### src/rtl/fp_reduce_ctrl.sv
// Segment-reduction controller wrapped around a pipelined FP32 adder.
// Optional feature: define FP_REDUCE_SKIP_ZERO_EN to bypass the adder for zero-exponent elements.
module fp_reduce_ctrl #(
    parameter int ADD_LAT = 2,
    parameter int COUNT_W = 16
) (
    input  logic               clk,
    input  logic               rst,
    input  logic               in_valid,
    output logic               in_ready,
    input  logic [31:0]        in_value,
    input  logic               in_last,
    output logic [31:0]        add_a,
    output logic [31:0]        add_b,
    input  logic [31:0]        add_sum,
    output logic               out_valid,
    input  logic               out_ready,
    output logic [31:0]        out_sum,
    output logic [COUNT_W-1:0] out_count
);

    // state | meaning
    // IDLE  | no segment open, next element starts one
    // ACCUM | segment open, waiting for the next element
    // BUSY  | element issued to the adder, waiting for its result
    // OUT   | segment sum presented, waiting for the consumer
    typedef enum logic [1:0] {
        IDLE  = 2'd0,
        ACCUM = 2'd1,
        BUSY  = 2'd2,
        OUT   = 2'd3
    } state_t;

    localparam int WCNT_W = (ADD_LAT < 1) ? 1 : $clog2(ADD_LAT + 1);

    state_t             state, state_nxt;
    logic [31:0]        acc, acc_nxt;
    logic [COUNT_W-1:0] count, count_nxt, count_inc;
    logic [WCNT_W-1:0]  wcnt, wcnt_nxt;
    logic               pend_last, pend_nxt;
    logic [31:0]        add_a_q, add_a_nxt;
    logic [31:0]        add_b_q, add_b_nxt;
    logic               skip;

`ifdef FP_REDUCE_SKIP_ZERO_EN
    assign skip = (in_value[30:23] == 8'd0);
`else
    assign skip = 1'b0;
`endif

    // Element count saturates instead of wrapping; the sum keeps accumulating.
    assign count_inc = (count == {COUNT_W{1'b1}}) ? count : count + 1'b1;

    always_ff @(posedge clk) begin
        if (!rst) begin
            state     <= IDLE;
            acc       <= '0;
            count     <= '0;
            wcnt      <= '0;
            pend_last <= 1'b0;
            add_a_q   <= '0;
            add_b_q   <= '0;
        end else begin
            state     <= state_nxt;
            acc       <= acc_nxt;
            count     <= count_nxt;
            wcnt      <= wcnt_nxt;
            pend_last <= pend_nxt;
            add_a_q   <= add_a_nxt;
            add_b_q   <= add_b_nxt;
        end
    end

    always_comb begin
        state_nxt = state;
        acc_nxt   = acc;
        count_nxt = count;
        wcnt_nxt  = wcnt;
        pend_nxt  = pend_last;
        add_a_nxt = add_a_q;
        add_b_nxt = add_b_q;
        in_ready  = 1'b0;
        out_valid = 1'b0;
        case (state)
            IDLE: begin
                in_ready = 1'b1;
                if (in_valid) begin
                    acc_nxt   = in_value;
                    count_nxt = COUNT_W'(1);
                    state_nxt = in_last ? OUT : ACCUM;
                end
            end
            ACCUM: begin
                in_ready = 1'b1;
                if (in_valid) begin
                    count_nxt = count_inc;
                    if (skip) begin
                        state_nxt = in_last ? OUT : ACCUM;
                    end else begin
                        add_a_nxt = in_value;
                        add_b_nxt = acc;
                        pend_nxt  = in_last;
                        wcnt_nxt  = WCNT_W'(ADD_LAT);
                        state_nxt = BUSY;
                    end
                end
            end
            BUSY: begin
                // wcnt reaching zero means add_sum now holds the issued pair's result.
                if (wcnt != '0) begin
                    wcnt_nxt = wcnt - 1'b1;
                end else begin
                    acc_nxt   = add_sum;
                    state_nxt = pend_last ? OUT : ACCUM;
                end
            end
            OUT: begin
                out_valid = 1'b1;
                if (out_ready) state_nxt = IDLE;
            end
            default: state_nxt = IDLE;
        endcase
    end

    assign add_a     = add_a_q;
    assign add_b     = add_b_q;
    assign out_sum   = acc;
    assign out_count = count;

endmodule

### config.mk
export PLATFORM = sky130hd
export DESIGN_NAME = fp_reduce_ctrl
export DESIGN_NICKNAME = d
export VERILOG_FILES = /design/src/rtl/fp_reduce_ctrl.sv
export SDC_FILE = /design/constraint.sdc
export NUM_CORES = 1
export LEC_CHECK = 0
export ABC_AREA = 1
export BUFFER_PORTS_ARGS = -buffer_cell sky130_fd_sc_hd__buf_2
export CORE_ASPECT_RATIO = 2
export CORE_MARGIN = 2
export CORE_UTILIZATION = 54
export DETAILED_ROUTE_END_ITERATION = 8
export GPL_TIMING_DRIVEN = 0
export HOLD_SLACK_MARGIN = 0.02
export PLACE_DENSITY = 0.88
export REMOVE_ABC_BUFFERS = 1
export SKIP_CTS_REPAIR_TIMING = 1
export SLEW_MARGIN = 10
export SYNTH_ARGS = -nofsm -noshare
export SYNTH_HDL_FRONTEND = slang
export SYNTH_SLANG_ARGS = --single-unit
### constraint.sdc
create_clock -name clk -period 4.5 [get_ports clk]
set_clock_uncertainty 0.1 [all_clocks]
set_input_delay 0.9 -clock clk [delete_from_list [all_inputs] [get_ports clk]]
set_output_delay 0.9 -clock clk [all_outputs]
set_load 0.005 [all_outputs]
=== Word level (Yosys, flattened, before mapping) ===
Index checks and enable logic that the tools add are counted.

* Register bits after elaboration: 117
* Latch bits: 0
* Memory bits (writable): 0
* ROM bits: 0
* Bits of input ports: 69
* Output and inout port bits: 114
* Word-level logic and storage cells: 48
* Memories: 0

* Add/subtract/negate cells: 2
* $mul: 0
* Divide/modulo/power cells: 0
* Order comparisons: 0
* Equality and inequality tests: 10
* Shifts and indexed selects: 0
* Muxes and demuxes: 18
* Bitwise logic cells: 0
* Reduce and logical (&&, ||, !) cells: 11

{| class="wikitable"
|+ Operator list
! cell !! number
|-
| $mux W32 || 2
|-
| $pmux W32 S2 || 1
|-
| $mux W16 || 3
|-
| $pmux W16 S2 || 1
|-
| $add A16 B1 Y16 const B || 1
|-
| $eq A16 B16 Y1 const B || 1
|-
| $mux W2 || 7
|-
| $ne A2 B2 Y1 const B || 6
|-
| $pmux W2 S4 || 1
|-
| $reduce_and A4 Y1 || 2
|-
| $reduce_bool A2 Y1 || 4
|-
| $reduce_and A3 Y1 || 2
|-
| $eq A2 B2 Y1 const B || 2
|-
| $pmux W2 S2 || 1
|-
| $eq A2 B1 Y1 const B || 1
|-
| $logic_not A2 Y1 || 1
|-
| $mux W1 || 2
|-
| $reduce_and A2 Y1 || 1
|-
| $reduce_or A2 Y1 || 1
|-
| $sub A2 B1 Y2 const B || 1
|}

=== Depth between registers and ports, before layout ===
Gate-level depths: netlist of run 1.

* Depth after elaboration: 4
* Gate-level depth with buffers: 10
* Depth with buffers taken out: 10

=== Worst setup path before layout of run 1 ===
Ideal clock, no wire load.

* Path type: input -> register
* Start point: input port in_valid
* End point: register add_a_q[10] (netlist: add_a[10])
* Setup time: 0.132 ns
* Data arrival time: 1.615 ns
* Required time: 4.268 ns
* Setup slack: 2.653 ns
* Stages on the path: 7
* Path buffers: 2
* Cell sequence: inv_1 -> nor2_4 -> nand2_1 -> buf_4 -> buf_2 -> nand2_1 -> a21oi_1

* Cells in the longest elaborated chain, start to end: 1

{| class="wikitable"
|+ Ends and longest elaborated chain
! element !! line !! RTL
|-
| start: declaration || 9 || <nowiki>input logic in_valid,</nowiki>
|-
| $reduce_and A2 Y1 (no line) || -- ||
|-
| end signal: assignment || 69 || <nowiki>add_a_q <= add_a_nxt;</nowiki>
|-
| end: declaration || 41 || <nowiki>logic [31:0] add_a_q, add_a_nxt;</nowiki>
|}

Every way passes these cells.
A chain may end at the register's enable or synchronous reset.

=== Worst setup path after layout of run 1 ===
* Start point: register state[0]
* End point: register state[1]

* Cells in the longest elaborated chain, start to end: 3
* Elaborated cells on any way between the ends: 10
* Those cells by class: eq/ne (7); mux (1); reduce/logical (2)

{| class="wikitable"
|+ Ends and longest elaborated chain
! element !! line !! RTL
|-
| start: declaration || 36 || <nowiki>state_t state, state_nxt;</nowiki>
|-
| start signal: assignment || 64 || <nowiki>state <= state_nxt;</nowiki>
|-
| $eq A2 B2 Y1 (tied with other cells) || 84 || <nowiki>case (state)</nowiki>
|-
| $ne A2 B2 Y1 (no line) || -- ||
|-
| $reduce_and A4 Y1 (no line) || -- ||
|}

Several ways; a longest one is shown, not always the timed one.

==> results of run 1 <==
[report_power, final]
| group | leakage, nW | total [mW] | switching, mW | internal, mW |
|---|---|---|---|---|
| sequential | 0.955 | 1.17 | 0.0687 | 1.10 |
| combinational | 2.08 | 0.386 | 0.232 | 0.154 |
| clock | 0.273 | 1.25 | 0.456 | 0.795 |
[cells in the final DEF, fill, tap and decap left out, drive strengths merged, types with 8 or more instances in the layout]
| master | instances |
|---|---|
| dfxtp | 117 |
| clkbuf | 21 |
| inv | 41 |
| o21ai | 8 |
| nand2 | 210 |
| buf | 184 |
| o211a | 32 |
| nand3 | 115 |
| a21oi | 76 |
| nor2 | 45 |
[registers in the layout, summed over array words and instances, names as in the netlist]
signal and flops:
out_sum 32, out_count 16, state 2, wcnt 2, add_b 32, add_a 32, pend_last 1
[worst max-delay path: cells and delay by family (launching register included)]
family          cells  cell delay (ns)
simple gates        2             0.34
compound gates      2             0.35
buf+inv             1             0.92
flops               1             0.94
[worst paths after layout]
check,start,end,slack (ns),cells past startpoint
setup / recovery,state[0],state[1],1.67,5
hold / removal,wcnt[0],wcnt[0],0.32,1
setup reg to reg,state[0],state[1],1.67,5
hold reg to reg,wcnt[0],wcnt[0],0.32,1
[routing by layer]
layer	GRT usage, %	vias to the layer above	share of wire (%)
met3	5.436	59	4.5
met1	30.59	2518	36
met5	0	-	0
met4	17.32	0	4.7
li1	-	2632	-
met2	49.95	235	55
[cell families after synthesis]
group                    count (synthesis)
AO/OA/AOI/OAI                          119
adder cells (fa/ha/maj)                  2
buffers and inverters                   88
flip-flops                             117
AND/OR/NAND/NOR                        375
[through the flow]
stage	setup WS (ns)	total power, mW	area, sq um	cells	TNS (ns)
final	1.674	2.810	6735	1001	0
after CTS	1.669	2.825	6735	1001	0
after global placement	-1.272	1.559	6122	968	-67.30
after floorplan	0.7600	1.387	5046	654	0
after global routing	1.517	2.917	6735	1001	0
after detailed placement	1.561	1.575	6183	970	0
[cell usage after synthesis (all sizes together)]
cell type,n,area share (%)
o21bai,2,0.28
clkbuf,16,1.1
nand2,210,15
dfxtp,117,44
inv,41,3.0
nand3,115,13
o211a,32,6.0
ha,2,0.47
a21oi,76,7.2
nor3b,1,0.14
nand4,4,0.47
nor2,45,4.0
a31oi,1,0.12
buf,31,3.6
o21ai,8,0.97
[area by class of cell]
cell class,instances,area [sq um]
clock buffer,21,471.7
clock inverter,10,80.08
fill,790,2900
inverter,41,163.9
multi-input combinational,496,2550
sequential,117,2346
tap,132,165.2
timing repair buffer,184,958.4
==> run summary, run 1 <==
The run finished with clean final reports. The maximum clock insertion buffer count is 2. Summing the areas of all compound-gate instances in the mapped netlist gives 14.60% of the synthesized area. STA classifies the critical path endpoint as a flip-flop. Pin count of the biggest net entering global routing: 74. 0 antenna diodes ended up in the layout. After detailed routing, the number of vias per cell comes to 5.439. Before antenna repair, the detailed router went through 6 iterations.

The remaining global-route overflow was 0; the DRC violation count after routing was 0. The start-to-end type of the worst setup path was reg -> reg. The run gives 0 as the setup violation total in the final timing report. The latest clock arrival within the worst-skew pair was 0.40 ns. The first-pass GRT wire length came out at 23,580 um. Summing the areas of all xor and xnor instances in the mapped netlist gives 0% of the synthesized area. The path class of the lowest-slack min-delay path is reg -> reg. Hold is met by 0.3197 ns. The final hold violation count came out at 0. VDD sags by at most 359.3 uV. Clock-pin slew was measured on the worst setup and hold paths at 0.05 ns.

The master of the slowest instance on the critical path is dfxtp_4. Routability-driven placement finished with a final weighted congestion of 0.9399. For this configuration, the core starts out at a cell density of 54.98%. The arithmetic-cell share of the synthesized area counting full adders, half adders and majority gates was 0.4724%. Each instance of the synthesized netlist takes up on average 7.557 sq um. The tools report the clock buffer count from CTS as 17.

The headroom to the max-slew limit was 23.05%. The clock period minus final worst setup slack was 2.826 ns; the final worst-path cycle share was 62.80%. Based on the critical path, the design can be clocked at up to 0.3539 GHz. For this block, the initial DRC count from the detailed router was 289. Leakage power figure: 3.309 nW. Synthesis produced a netlist whose cell count is 701.

The tree is rooted in a clkbuf_16. After synthesis, the largest family of logic cells by area is simple AND/OR/NAND/NOR gates. The synthesized design contains 117 register bits. For this design the ratio of total power to cell area is 417.2 nW/um^2. For this run, the total global-route usage over all layers was measured as 28.54%. TritonCTS built the clock tree. The tools report the type of element launching the critical path as a flip-flop. The portion of synthesized area spent on multiplexers is 0%. Max-cap violations in this run came to 0. During synthesis, Yosys emitted a total of 0 warnings.

The routed wire length per instance is 15.38 um. The logs give 69.90% for the final design utilization and 0 for the post-detailed-route count of antenna-violating nets. The floorplan has 51 rows.

The die is 74.04 um wide. For the worst setup path, the data required time is 4.65 ns. For the number of antenna violations at the first check in global routing, the log shows 0.

At the pin with the least slew margin, the transition time is 1.153 ns. The tools report the max-slew violation total from the final report as 0. Once detailed placement completed, the half-perimeter wirelength came to 9776 um. Net count reported at finish: 928. The H-tree generated during clock tree synthesis spans 4 levels.

The die outline height works out to 144.1 um. In this run the cell area of the synthesized design comes to 5298 sq um. The tools report the number of top-level design ports as 183. The largest single stage delay on the critical path is 0.94 ns. Summing the sequential cell areas from Yosys gives 44.21% of the chip area. The logs give 117 for the clock sink total and 9635 sq um for the floorplan core area. In this run the tool buffered the top-level ports with 182 buffer cells. Setup repair after global routing left no endpoint under its margin. Walking the worst path, the cells encountered are nor2_8, inv_1, o21ai_0, a21oi_1, nor2_1. Number of distinct library cells after synthesis: 28. The worst endpoint data arrival time was 2.98 ns.

The detailed router placed 5,444 vias in this run. The die covers 10,670 sq um. The final routed wirelength across all metal layers is 15,390 um, and the share of post-route cells with drive strength above 1 is 28.88%. The number of global-route vias before repair was 5,021; the layout overhead on the synthesized area was 27.14%.

The critical-path maximum fanout is 71. The synthesized-area fraction occupied by and/or/nand/nor cells is 32.92%.
(Power assumes the default switching activity.)
==> run 2: changes to the inputs <==
--- a/config.mk
+++ b/config.mk
@@ -9,11 +9,11 @@
 export BUFFER_PORTS_ARGS = -buffer_cell sky130_fd_sc_hd__buf_2
 export CORE_ASPECT_RATIO = 2
 export CORE_MARGIN = 2
-export CORE_UTILIZATION = 54
+export CORE_UTILIZATION = 50
 export DETAILED_ROUTE_END_ITERATION = 8
 export GPL_TIMING_DRIVEN = 0
 export HOLD_SLACK_MARGIN = 0.02
-export PLACE_DENSITY = 0.88
+export PLACE_DENSITY = 0.83
 export REMOVE_ABC_BUFFERS = 1
 export SKIP_CTS_REPAIR_TIMING = 1
 export SLEW_MARGIN = 10
==> constraint.sdc (replaced) <==
create_clock -name clk -period 2.9 [get_ports clk]
set_clock_uncertainty 0.1 [all_clocks]
set_input_delay 0.58 -clock clk [delete_from_list [all_inputs] [get_ports clk]]
set_output_delay 0.58 -clock clk [all_outputs]
set_load 0.005 [all_outputs]
==> run 2 against run 1 <==
Flip-flop and latch count did not move. Critical path depth grew 1. Clock power is 78% higher. Global-route usage shrank 0.87 points. Final cell count is 0.80% higher. Wire length grew 4.7%. Critical endpoint unchanged. First-iteration DRC count shrank 1.4%. Via count increased by 0.68%. Total power up 66%.
==> run summary, run 2 (synthesis gave the netlist of run 1 again) <==
The run finished with clean final reports. The maximum VDD drop is 505.0 uV, and the number of global-route vias before repair is 5,315. The slack of the worst reg-to-reg path is 0.17 ns. The slowest stage of the critical path is the inv_1 cell. The largest single stage delay on the critical path is 0.73 ns. The path class of the lowest-slack min-delay path is reg -> reg. Among cell families on the critical path, the largest total delay comes from buffers and inverters.

The net count of the finished layout is 929. In the final routed layout, each cell accounts on average for 15.97 um. Setup violations remaining at the end of the flow were counted as 0.

Number of input and output port buffers inserted: 182. The finished layout holds 1,009 standard cells, fillers aside. The area growth from synthesis to layout is 29.03%. Along the worst path, the maximum fanout reaches 43. In the post-route analysis, the smallest setup slack over all paths is 0.1685 ns. Once the floorplan was initialized, standard cells occupied 50.88% of the core. TritonCTS built the clock tree.

Max-slew violation total from the final report: 0. The starting DRC count in detailed routing came out at 285. Derived from the worst setup path, the maximum achievable clock frequency is 0.3661 GHz. The first global-routing pass estimated 25,340 um of wire.

In this run the number of H-tree levels came out at 4. The cell sitting at the root of the clock tree is a clkbuf_16. The worst hold slack after final layout was 0.3322 ns. The logs give 117 for the clock sink total and 5 for the detailed-router iteration count before antenna repair.

The latest clock arrival within the worst-skew pair came out at 0.41 ns. The area of the die was 11,480 sq um; the fill cell total of the finished layout was 925. In this run the remaining antenna-violating nets after routing total 0. The number of top-level design ports is 183, and the die extent in x is 76.79 um. The final critical path takes up 94.19% of the cycle. The count of buffering cells on the critical path with inverters included was 2; the global-route usage over all layers was 27.66%. The design draws 4.654 mW. Once placement completed, the tool counted placed cells totaling 976. The tool flagged a number of max-cap violations equal to 0. The logs give 17 for the clock buffer count from CTS and 2.97 ns for the worst endpoint data arrival time. For this design the static power due to leakage is 3.353 nW. Leaving out fill and tap cells, the most frequent cell in the layout is nand2_1.

The share of post-route cells with drive strength above 1 is 29.05%, and the floorplan row count is 53. For the worst setup path, the data required time is 3.13 ns. The detailed router placed 5,481 vias in this run.

For this run the aggregate overflow at the end of global routing stands at 0. The number of antenna violations at the first check in global routing was 1; the clock slew at the register clock pins of the worst setup and hold paths was 0.06 ns. The clock passes through at most 2 buffers. The final hold violation count was 0; the via count normalized by instance count was 5.432.

The pin count of the biggest net entering global routing is 74. Headroom to the max-slew limit came out at 18.20%. Traced cell by cell, the critical path runs through buf_16, nor2_8, inv_1, o21ai_0, a21oi_1, nor2_1.

In this run the power density over the cells is 680.8 nW/um^2. The post-route setup TNS was 0 ns. Die outline height: 149.6 um. For this run, design rule violations remaining after detail routing come to 0. The wire-length estimate of the detail-placed layout is 10,190 um.

The final weighted congestion in routability-driven placement is 0.9492, and the transition time at the pin with the least slew margin is 1.226 ns. OpenSTA, run right after detailed placement, puts the worst setup slack at 0.1940 ns. Leaving out fill and tap cells, the most frequent cells in the layout are 205 x nand2_1, 182 x buf_2, 116 x dfxtp_1. Setup repair after global routing left no endpoint under its margin. Wires add up to 16,120 um.

The total area inside the core boundary comes to 10,410 sq um. The worst setup path is of the reg -> reg kind. The clock period minus final worst setup slack came out at 2.732 ns. STA classifies the critical path startpoint as a flip-flop. The worst setup path is captured at a flip-flop.
==> run 2: power breakdown <==
part	internal (mW)	switching, mW	total (mW)
Combinational	0.246	0.390	0.636
Sequential	1.71	0.0844	1.80
Clock	1.46	0.759	2.22
==> run 2: path summary, 6_finish.rpt <==
path,start,endpoint,cells after the start
setup reg to reg,state[0],state[1],6
hold reg to reg,wcnt[0],wcnt[0],1
setup / recovery,state[0],state[1],6
hold / removal,wcnt[0],wcnt[0],1
==> run 2: cell type report <==
type / count / area (sq um) / share of cell area [%]
multi-input cells: 496 / 2550 / 37.31
flip-flops and latches: 117 / 2346 / 34.32
repair buffers: 185 / 978.4 / 14.31
clock buffers: 20 / 446.7 / 6.535
clock inverters: 12 / 176.4 / 2.581
well taps: 137 / 171.4 / 2.508
inverters: 41 / 163.9 / 2.398
diodes: 1 / 2.502 / 0.03661
==> run 2: metrics by stage <==
step | util (%) | instance area [sq um]
2_1_floorplan | - | 5046
3_3_place_gp | 58.86 | 6128
3_5_place_dp | 59.64 | 6210
4_1_cts | 65.63 | 6833
5_1_grt | 65.65 | 6835
6_report | 65.65 | 6835
==> run 2: per-layer routing <==
layer	wire length (um)	track usage [%]
met5	0	0
met4	667	17.82
met3	739	5.549
met2	8830	50.39
met1	5876	28.33
